===== src/rtl/busint_arb.sv =====
// busint_arb: round-robin arbiter of NM masters onto one shared xbus with slave decode, timeout/NXM error and IRQ merge.
// Revision: 1.0
`default_nettype none

module busint_arb #(
  parameter int NM  = 2,
  parameter int NS  = 5,
  parameter int AW  = 22,
  parameter int DW  = 32,
  parameter int TMO = 255
) (
  input  logic               mclk,
  input  logic               reset,
  input  logic [NM-1:0]      m_req,
  input  logic [NM-1:0]      m_write,
  input  logic [NM*AW-1:0]   m_addr,
  input  logic [NM*DW-1:0]   m_wdata,
  output logic [NM-1:0]      m_ack,
  output logic [NM-1:0]      m_err,
  output logic [DW-1:0]      m_rdata,
  output logic               load,
  output logic               bus_req,
  output logic               bus_write,
  output logic [AW-1:0]      bus_addr,
  output logic [DW-1:0]      bus_wdata,
  output logic [NM-1:0]      bus_grant,
  input  logic [NS-1:0]      s_decode,
  input  logic [NS-1:0]      s_ack,
  input  logic [NS*DW-1:0]   s_rdata,
  input  logic [NS-1:0]      s_irq,
  output logic               interrupt
);

  localparam int PW = (NM > 1) ? $clog2(NM) : 1;
  localparam int CW = $clog2(TMO + 1);
  localparam logic [CW-1:0] TMO_LAST = CW'(TMO - 1);

  typedef enum logic [1:0] {IDLE, REQ, DONE, HOLD} state_t;

  state_t        state;
  logic [PW-1:0] ptr;
  logic [CW-1:0] cnt;

  logic [NM-1:0] req_rot;
  logic [PW-1:0] off;
  logic [PW-1:0] pick;
  logic [NM-1:0] pick_onehot;
  logic [AW-1:0] pick_addr;
  logic [DW-1:0] pick_wdata;
  logic          pick_write;
  logic [NS-1:0] hit;
  logic [DW-1:0] hit_data;
  logic          own_req;

  // Rotate requests so bit 0 is the master at ptr; the lowest set bit is the next owner.
  always_comb begin
    req_rot = NM'({m_req, m_req} >> ptr);
    off     = '0;
    for (int i = NM - 1; i >= 0; i--) begin
      if (req_rot[i]) off = PW'(i);
    end
    pick = PW'((int'(ptr) + int'(off)) % NM);
  end

  always_comb begin
    pick_onehot = '0;
    pick_addr   = '0;
    pick_wdata  = '0;
    pick_write  = 1'b0;
    for (int i = 0; i < NM; i++) begin
      if (PW'(i) == pick) begin
        pick_onehot[i] = 1'b1;
        pick_addr      = m_addr[i*AW +: AW];
        pick_wdata     = m_wdata[i*DW +: DW];
        pick_write     = m_write[i];
      end
    end
  end

  // Lowest-index slave that both decodes and acks supplies the read data.
  always_comb begin
    hit      = s_decode & s_ack;
    hit_data = '1;
    for (int i = NS - 1; i >= 0; i--) begin
      if (hit[i]) hit_data = s_rdata[i*DW +: DW];
    end
  end

  assign own_req = |(m_req & bus_grant);

  always_ff @(posedge mclk) begin
    if (!reset) begin
      state     <= IDLE;
      ptr       <= '0;
      cnt       <= '0;
      bus_grant <= '0;
      bus_req   <= 1'b0;
      bus_write <= 1'b0;
      bus_addr  <= '0;
      bus_wdata <= '0;
      m_ack     <= '0;
      m_err     <= '0;
      load      <= 1'b0;
      m_rdata   <= '1;
      interrupt <= 1'b0;
    end else begin
      interrupt <= |s_irq;
      case (state)
        IDLE: begin
          if (|m_req) begin
            bus_grant <= pick_onehot;
            bus_addr  <= pick_addr;
            bus_wdata <= pick_wdata;
            bus_write <= pick_write;
            bus_req   <= 1'b1;
            cnt       <= '0;
            ptr       <= PW'((int'(pick) + 1) % NM);
            state     <= REQ;
          end
        end
        REQ: begin
          if (cnt != '1) cnt <= cnt + 1'b1;
          if (!own_req) begin
            bus_req   <= 1'b0;
            bus_grant <= '0;
            state     <= IDLE;
          end else if (s_decode == '0) begin
            bus_req <= 1'b0;
            m_err   <= bus_grant;
            m_rdata <= '1;
            state   <= DONE;
          end else if (|hit) begin
            bus_req <= 1'b0;
            m_ack   <= bus_grant;
            m_rdata <= bus_write ? '1 : hit_data;
            load    <= !bus_write;
            state   <= DONE;
          end else if (cnt == TMO_LAST) begin
            bus_req <= 1'b0;
            m_err   <= bus_grant;
            m_rdata <= '1;
            state   <= DONE;
          end
        end
        DONE: begin
          m_ack <= '0;
          m_err <= '0;
          load  <= 1'b0;
          state <= HOLD;
        end
        HOLD: begin
          // Keep ownership until the master drops its request, so a held req is not re-granted.
          if (!own_req) begin
            bus_grant <= '0;
            state     <= IDLE;
          end
        end
        default: state <= IDLE;
      endcase
    end
  end

endmodule

`default_nettype wire

===== config.mk =====
export PLATFORM = sky130hd
export DESIGN_NAME = busint_arb
export DESIGN_NICKNAME = d
export VERILOG_FILES = /design/src/rtl/busint_arb.sv
export SDC_FILE = /design/constraint.sdc
export NUM_CORES = 1
export LEC_CHECK = 0
export ABC_AREA = 0
export ABC_CLOCK_PERIOD_IN_PS = 3690
export CORE_AREA = 2 2 152 154
export CTS_CLUSTER_DIAMETER = 60
export DETAILED_ROUTE_END_ITERATION = 8
export DIE_AREA = 0 0 154 156
export HOLD_SLACK_MARGIN = 0.1
export SLEW_MARGIN = 40
export SYNTH_ARGS = -nofsm -noshare
export SYNTH_HDL_FRONTEND = slang
export SYNTH_SLANG_ARGS = --single-unit
export TNS_END_PERCENT = 30

===== constraint.sdc =====
create_clock -name mclk -period 3.69 [get_ports mclk]
set_input_delay 0.5535 -clock mclk [delete_from_list [all_inputs] [get_ports mclk]]
set_output_delay 0.5535 -clock mclk [all_outputs]
set_load 0.03 [all_outputs]

==> results of run 1 <==
==> sequential cells by signal (all words and copies together), names as in the netlist, named ones only <==
signal / count
bus_addr: 22
bus_grant: 2
bus_req: 1
bus_wdata: 32
bus_write: 1
cnt: 8
interrupt: 1
load: 1
m_ack: 2
m_err: 2
m_rdata: 32
ptr: 1
state: 1
==> power by group <==
part / total (mW) / leakage (nW) / switching [mW] / internal [mW]
registers: 1.27 / 0.876 / 0.0420 / 1.22
clock network: 0.966 / 0.142 / 0.488 / 0.478
logic: 0.961 / 2.40 / 0.436 / 0.525
total: 3.19 / 3.42 / 0.967 / 2.23
==> final cells by class <==
type                       instances  area share
clock buffer                       9      0.0239
tap                              285      0.0378
multi-input combinational        375       0.285
sequential                       107       0.227
inverter                           4     0.00159
antenna                            1    0.000266
timing repair buffer             396       0.417
clock inverter                     7     0.00770
==> cell families (layout without fill, tap and decap cells) <==
group	count (synthesis)	count (layout)	share of synthesized area
buffers and inverters	57	416	0.0485
other	0	1	0
adders and majority gates	2	2	0.00495
DFF	107	107	0.424
AOI/OAI and AO/OA	233	233	0.380
xor gates and xnor gates	4	4	0.00694
muxes	5	5	0.00991
and+or+nand+nor	131	131	0.126
==> routing by layer <==
metal / part of all wire / vias up / track usage
met5: 0 / - / 0
met4: 0.025 / 0 / 0.0605
met3: 0.067 / 32 / 0.0492
met2: 0.50 / 236 / 0.307
met1: 0.40 / 2806 / 0.214
li1: - / 2856 / -
==> synthesized netlist by cell type, types with 2 or more instances <==
library cell                  n  area (um^2)
sky130_fd_sc_hd__dfxtp_1    107         2140
sky130_fd_sc_hd__nor2_1      15         56.3
sky130_fd_sc_hd__xor2_1       2         17.5
sky130_fd_sc_hd__o22ai_1     32          200
sky130_fd_sc_hd__clkbuf_1    41          154
sky130_fd_sc_hd__o22a_1       9         78.8
sky130_fd_sc_hd__o21ai_0      3         15.0
sky130_fd_sc_hd__or4_1        2         15.0
sky130_fd_sc_hd__a31oi_1     32          200
sky130_fd_sc_hd__a21oi_1      2         10.0
sky130_fd_sc_hd__nor3_1       2         10.0
sky130_fd_sc_hd__mux2i_1      5         50.1
sky130_fd_sc_hd__xnor2_1      2         17.5
sky130_fd_sc_hd__o22a_2      23          230
sky130_fd_sc_hd__a22o_1      61          534
sky130_fd_sc_hd__nor2b_1     17          106
sky130_fd_sc_hd__ha_1         2         25.0
sky130_fd_sc_hd__or3_1        2         12.5
sky130_fd_sc_hd__nand2_1     62          233
sky130_fd_sc_hd__inv_1        4         15.0
sky130_fd_sc_hd__a31o_2       2         17.5
sky130_fd_sc_hd__nand3_1      7         35.0
sky130_fd_sc_hd__nand2b_1     2         12.5
sky130_fd_sc_hd__o2111ai_1    2         17.5
sky130_fd_sc_hd__o21a_1       2         15.0
sky130_fd_sc_hd__buf_6        3         33.8
sky130_fd_sc_hd__buf_1        2         7.51
sky130_fd_sc_hd__o221ai_1    32          280
sky130_fd_sc_hd__and3_1       5         31.3
sky130_fd_sc_hd__buf_2        7         35.0
sky130_fd_sc_hd__a222oi_1    16          160
sky130_fd_sc_hd__nor2_2       2         12.5
sky130_fd_sc_hd__a22oi_1      9         67.6
sky130_fd_sc_hd__and4_2       2         20.0
sky130_fd_sc_hd__and2_1       7         43.8
==> final timing paths <==
path,startpoint,to,slack (ps),cells past startpoint
worst max-delay path,m_req[1],bus_wdata[2]$_SDFFE_PN0P_,1300,7
worst min-delay path,bus_wdata[2]$_SDFFE_PN0P_,bus_wdata[2]$_SDFFE_PN0P_,440,2
worst max register to register,flip-flop,bus_wdata[2]$_SDFFE_PN0P_,1390,6
worst min register to register,bus_wdata[2]$_SDFFE_PN0P_,bus_wdata[2]$_SDFFE_PN0P_,440,2
==> placed cells by master, fill, tap and decap left out, types with 12 or more instances in the layout <==
master / instances
sky130_fd_sc_hd__a31oi_1: 32
sky130_fd_sc_hd__clkdlybuf4s50_1: 383
sky130_fd_sc_hd__buf_4: 12
sky130_fd_sc_hd__o22ai_1: 32
sky130_fd_sc_hd__o22a_2: 23
sky130_fd_sc_hd__dfxtp_1: 107
sky130_fd_sc_hd__nand2_1: 62
sky130_fd_sc_hd__a222oi_1: 16
sky130_fd_sc_hd__nor2b_1: 17
sky130_fd_sc_hd__nor2_1: 15
sky130_fd_sc_hd__a22o_1: 61
sky130_fd_sc_hd__o221ai_1: 32
==> metrics by stage <==
stage | instance area, um^2 | worst slack (ps) | hold WS [ps] | total power [mW] | util
6_report | 9420 | 1300 | 439 | 3.19 | 0.421
5_1_grt | 9420 | 1110 | 472 | 3.36 | 0.421
4_1_cts | 9420 | 1280 | 442 | 3.25 | 0.421
3_5_place_dp | 9120 | 892 | 433 | 2.26 | 0.408
3_3_place_gp | 9120 | 948 | 430 | 2.25 | 0.408
2_1_floorplan | 5050 | 1820 | 440 | 1.72 | -
==> critical path, stage by stage <==
cell,delay [ps]
sky130_fd_sc_hd__clkdlybuf4s50_1,520
sky130_fd_sc_hd__nand2_1,110
sky130_fd_sc_hd__and3_1,580
sky130_fd_sc_hd__and2_1,210
sky130_fd_sc_hd__buf_4,410
sky130_fd_sc_hd__a22oi_1,180
sky130_fd_sc_hd__nand2_1,90
==> out/metrics.cfg, run 1 <==
[clock_tree]
cts.sinks=107
cts_tree=built
clk_pin_slew_worst_paths_ps=80
max-clock-path-buffers=2
htreeDepth=3
post_cts_resized=0
clkLatencyLatePin_ps=350
cts_root_buffer=sky130_fd_sc_hd__clkbuf_16
cts_buffers=9
post_cts.repair.setup_buffers=0
ctsHoldBuffers=0

[floorplanning]
die_span_y_um=156
floorplan.die.width_um=154
initial_utilization=0.226
total_i_o_pin_count=385
core_mm2=0.0224
placement_rows=55
die-area_mm2=0.0240

[timing]
post-route-min-period_ps=2390
setup-violations-final=0
final_hold_viol_count=0
maxClockFrequency_ghz=0.418
finalSetupTns_ps=0
finalMaxSlewViolations=0
max_slew.worst_pin.slew_ps=645
slew-limit-headroom=0.570
min_period_over_period=0.648
unrepaired_setup_endpoints_after_global_routing=no
timing.clock.skew_ps=11.3

[drt]
drt_iter0_drc=374
drcViolationCount=0
drtAntennaViolNets=0
viasPerCell=5.01
detail_route.wl_per_cell_um=19.1
vias=5930
firstDrtPassIters=7
totalWireLength_mm=22.6

[place]
finalWeightedCongestion=0.867
dp.cells=1167
place.port_buffers=384
place.detailed.hpwl_mm=17.2

[power]
power.static_leakage_nw=3.42
irDropWorstVdd_v=0.000233
power.density_mw_per_mm2=339

[finish]
fillers=2225
area.sequential_mm2=0.00214
fin_nets=1184
area_delta_synth_final_pct=86.5
layout.cells.non_filler=1184
multiInputGateArea_mm2=0.00268
post_route_cells_drive_above_1_share=0.0735

[logic_synthesis]
netlist_area_mm2=0.00505
yosysWarnings=0
syn-num-nets=830
most_used_flip_flop_cell_after_synthesis=sky130_fd_sc_hd__dfxtp_1
postSynthAreaPerCell_um2=9.37
synth_cell_types=49
postSynthCellCount=539
async_flop_share=0
register_area_share_after_synthesis=0.424
synth_seq_cells=107
synth_edf_count=0

[setup_path]
worst-endpoint-required_ps=3990
critPathLaunchType=input port
worst_setup_path_end_kind=flip-flop
crit_arrival_ps=2690
timing.setup.critical_path_class=input port to flip-flop
worstPathMaxFanout=41

[hold_path]
hold_path.class=flip-flop to flip-flop

[global_route]
grt_start_max_net_pins=48
antenna_found_initial=1
grt_remaining_overflow=0
overall_routing_resource_usage=0.178
wire_length_of_the_first_global_routing_pass_mm=33.5
first_global_vias=5832

[status]
status=complete, no violations

[job]
max_cap_violations=0

Note: power is estimated with default switching activity, not from simulation.
==> run 2, diff against run 1 <==
--- a/config.mk
+++ b/config.mk
@@ -6,12 +6,14 @@
 export NUM_CORES = 1
 export LEC_CHECK = 0
 export ABC_AREA = 0
-export ABC_CLOCK_PERIOD_IN_PS = 3690
-export CORE_AREA = 2 2 152 154
+export ABC_CLOCK_PERIOD_IN_PS = 2100
+export CORE_ASPECT_RATIO = 0.5
+export CORE_MARGIN = 2
+export CORE_UTILIZATION = 31
 export CTS_CLUSTER_DIAMETER = 60
 export DETAILED_ROUTE_END_ITERATION = 8
-export DIE_AREA = 0 0 154 156
 export HOLD_SLACK_MARGIN = 0.1
+export PLACE_DENSITY = 0.78
 export SLEW_MARGIN = 40
 export SYNTH_ARGS = -nofsm -noshare
 export SYNTH_HDL_FRONTEND = slang
==> constraint.sdc (replaced) <==
create_clock -name mclk -period 2.1 [get_ports mclk]
set_input_delay 0.315 -clock mclk [delete_from_list [all_inputs] [get_ports mclk]]
set_output_delay 0.315 -clock mclk [all_outputs]
set_load 0.03 [all_outputs]
==> out/metrics.cfg, run 2 (synthesis gave the netlist of run 1 again) <==
[clock_tree]
clkLatencyLatePin_ps=350  ; about the same
cts.sinks=107  ; unchanged
htreeDepth=3  ; unchanged
cts_tree=built
max-clock-path-buffers=2  ; unchanged
cts_buffers=9  ; unchanged
post_cts.repair.setup_buffers=0  ; unchanged
ctsHoldBuffers=0  ; unchanged
post_cts_resized=0  ; unchanged
clk_pin_slew_worst_paths_ps=70  ; about the same
cts_root_buffer=sky130_fd_sc_hd__clkbuf_16

[drt]
drtAntennaViolNets=0  ; unchanged
totalWireLength_mm=23.0  ; +1.8%
firstDrtPassIters=5  ; -2
vias=6148  ; +3.7%
detail_route.wl_per_cell_um=20.2  ; +5.8%
viasPerCell=5.40  ; +7.8%
drt_iter0_drc=417  ; +11%
drcViolationCount=0  ; unchanged

[timing]
setup-violations-final=0  ; unchanged
slew-limit-headroom=0.709  ; +0.139
maxClockFrequency_ghz=0.538
final_hold_viol_count=0  ; unchanged
finalMaxSlewViolations=0  ; unchanged
min_period_over_period=0.885
max_slew.worst_pin.slew_ps=437  ; -209 ps
unrepaired_setup_endpoints_after_global_routing=no
post-route-min-period_ps=1860
timing.clock.skew_ps=15.1  ; +3.79 ps

[finish]
layout_commonest_cell=sky130_fd_sc_hd__clkdlybuf4s50_1
fillers=1307  ; -41%
layout.cells.non_filler=1139  ; -3.8%
post_route_cells_drive_above_1_share=0.0927  ; +0.0192
multiInputGateArea_mm2=0.00268  ; -0.14%
layout_common_cells=383 x sky130_fd_sc_hd__clkdlybuf4s50_1, 107 x sky130_fd_sc_hd__dfxtp_1, 62 x sky130_fd_sc_hd__nand2_1, 61 x sky130_fd_sc_hd__a22o_1
fin_nets=1203  ; +1.6%
area.sequential_mm2=0.00214  ; unchanged
area_delta_synth_final_pct=90.0
finalInstanceArea_mm2=0.00960  ; +1.9%
largest_registers=bus_wdata: 32 flops, m_rdata: 32 flops, bus_addr: 22 flops

[job]
max_cap_violations=0  ; unchanged

[global_route]
overall_routing_resource_usage=0.254  ; +0.0758
wire_length_of_the_first_global_routing_pass_mm=34.0  ; +1.4%
first_global_vias=6219  ; +6.6%
antenna_found_initial=1  ; unchanged
grt_remaining_overflow=0  ; unchanged
grt_start_max_net_pins=47  ; -2.1%

[floorplanning]
die-area_mm2=0.0174  ; -28%
core_mm2=0.0157  ; -30%
initial_utilization=0.323  ; +0.0968
total_i_o_pin_count=385  ; unchanged
floorplan.die.width_um=185  ; +20%
die_span_y_um=94.3  ; -40%
placement_rows=32  ; -42%

[setup_path]
worstPathBufferInverterCount=1  ; -1
cpPeakStageDelay_ps=740  ; +160 ps
cp_top_family=buffers and inverters
timing.critical_path.cells=clkdlybuf4s50_1
critPathSlowestCell=sky130_fd_sc_hd__clkdlybuf4s50_1
timing.setup.critical_path_class=flip-flop to primary output
worstPathMaxFanout=5  ; -88%
critPathLaunchType=flip-flop
worst_setup_path_end_kind=primary output
worst-endpoint-required_ps=1780  ; -2210 ps
crit_arrival_ps=1540  ; -1150 ps

[place]
finalWeightedCongestion=0.929  ; +7.1%
place.detailed.hpwl_mm=17.8  ; +3.3%
dp.cells=1122  ; -3.9%
place_area_mm2=0.00930  ; +1.9%
place.port_buffers=384  ; unchanged

[power]
irDropWorstVdd_v=0.000514  ; +120%
power.static_leakage_nw=3.56  ; +4.1%
power.density_mw_per_mm2=592  ; +75%

[status]
status=complete, no violations

[hold_path]
hold_path.class=input port to flip-flop

[run 2: cell types whose count changed in the layout (fill, tap and decap cells not counted), sizes merged]
cell	before	now
buf	13	32
clkinv	4	3
inv	6	7
[run 2: final timing paths]
check	slack, ps	endpoint	depth (start not counted)	startpoint
setup / recovery	240	bus_grant[0]	1	bus_grant[0]$_SDFFE_PN0P_
setup reg to reg	430	m_rdata[22]$_SDFFE_PN1P_	6	bus_grant[0]$_SDFFE_PN0P_
hold reg to reg	440	bus_wdata[5]$_SDFFE_PN0P_	2	bus_wdata[5]$_SDFFE_PN0P_
hold / removal	400	state[0]$_SDFFE_PN0P_	2	reset
[run 2: cell type report]
| cell class | count | area share |
|---|---|---|
| repair buffers | 415 | 0.436 |
| clock buffers | 9 | 0.0235 |
| inverters | 4 | 0.00156 |
| clock inverters | 7 | 0.00808 |
| multi-input cells | 375 | 0.279 |
| flip-flops and latches | 107 | 0.223 |
| diodes | 1 | 0.000261 |
| well taps | 221 | 0.0288 |
[run 2: where the power goes]
| group | leakage (nW) | internal [mW] | switching (mW) | total (mW) |
|---|---|---|---|---|
| registers | 0.876 | 2.15 | 0.0769 | 2.23 |
| logic | 2.54 | 0.980 | 0.780 | 1.76 |
| clock network | 0.144 | 0.846 | 0.851 | 1.70 |
[run 2: per-layer routing]
metal,share of wire,GRT usage,wire length [um]
met5,0,0,0
met4,0.020,0.0667,455
met3,0.069,0.0628,1600
met2,0.49,0.449,11300
met1,0.42,0.309,9660
[run 2: metrics by stage]
step	setup TNS [ps]	hold slack (ps)	worst slack, ps	util	power, mW
after floorplan	0	439	419	-	3.01
after global placement	-1390	424	-57.2	0.594	4.00
after detailed placement	-2320	429	-80.7	0.594	4.03
after CTS	0	387	215	0.613	5.74
after global routing	0	415	174	0.613	5.93
final	0	399	241	0.613	5.69
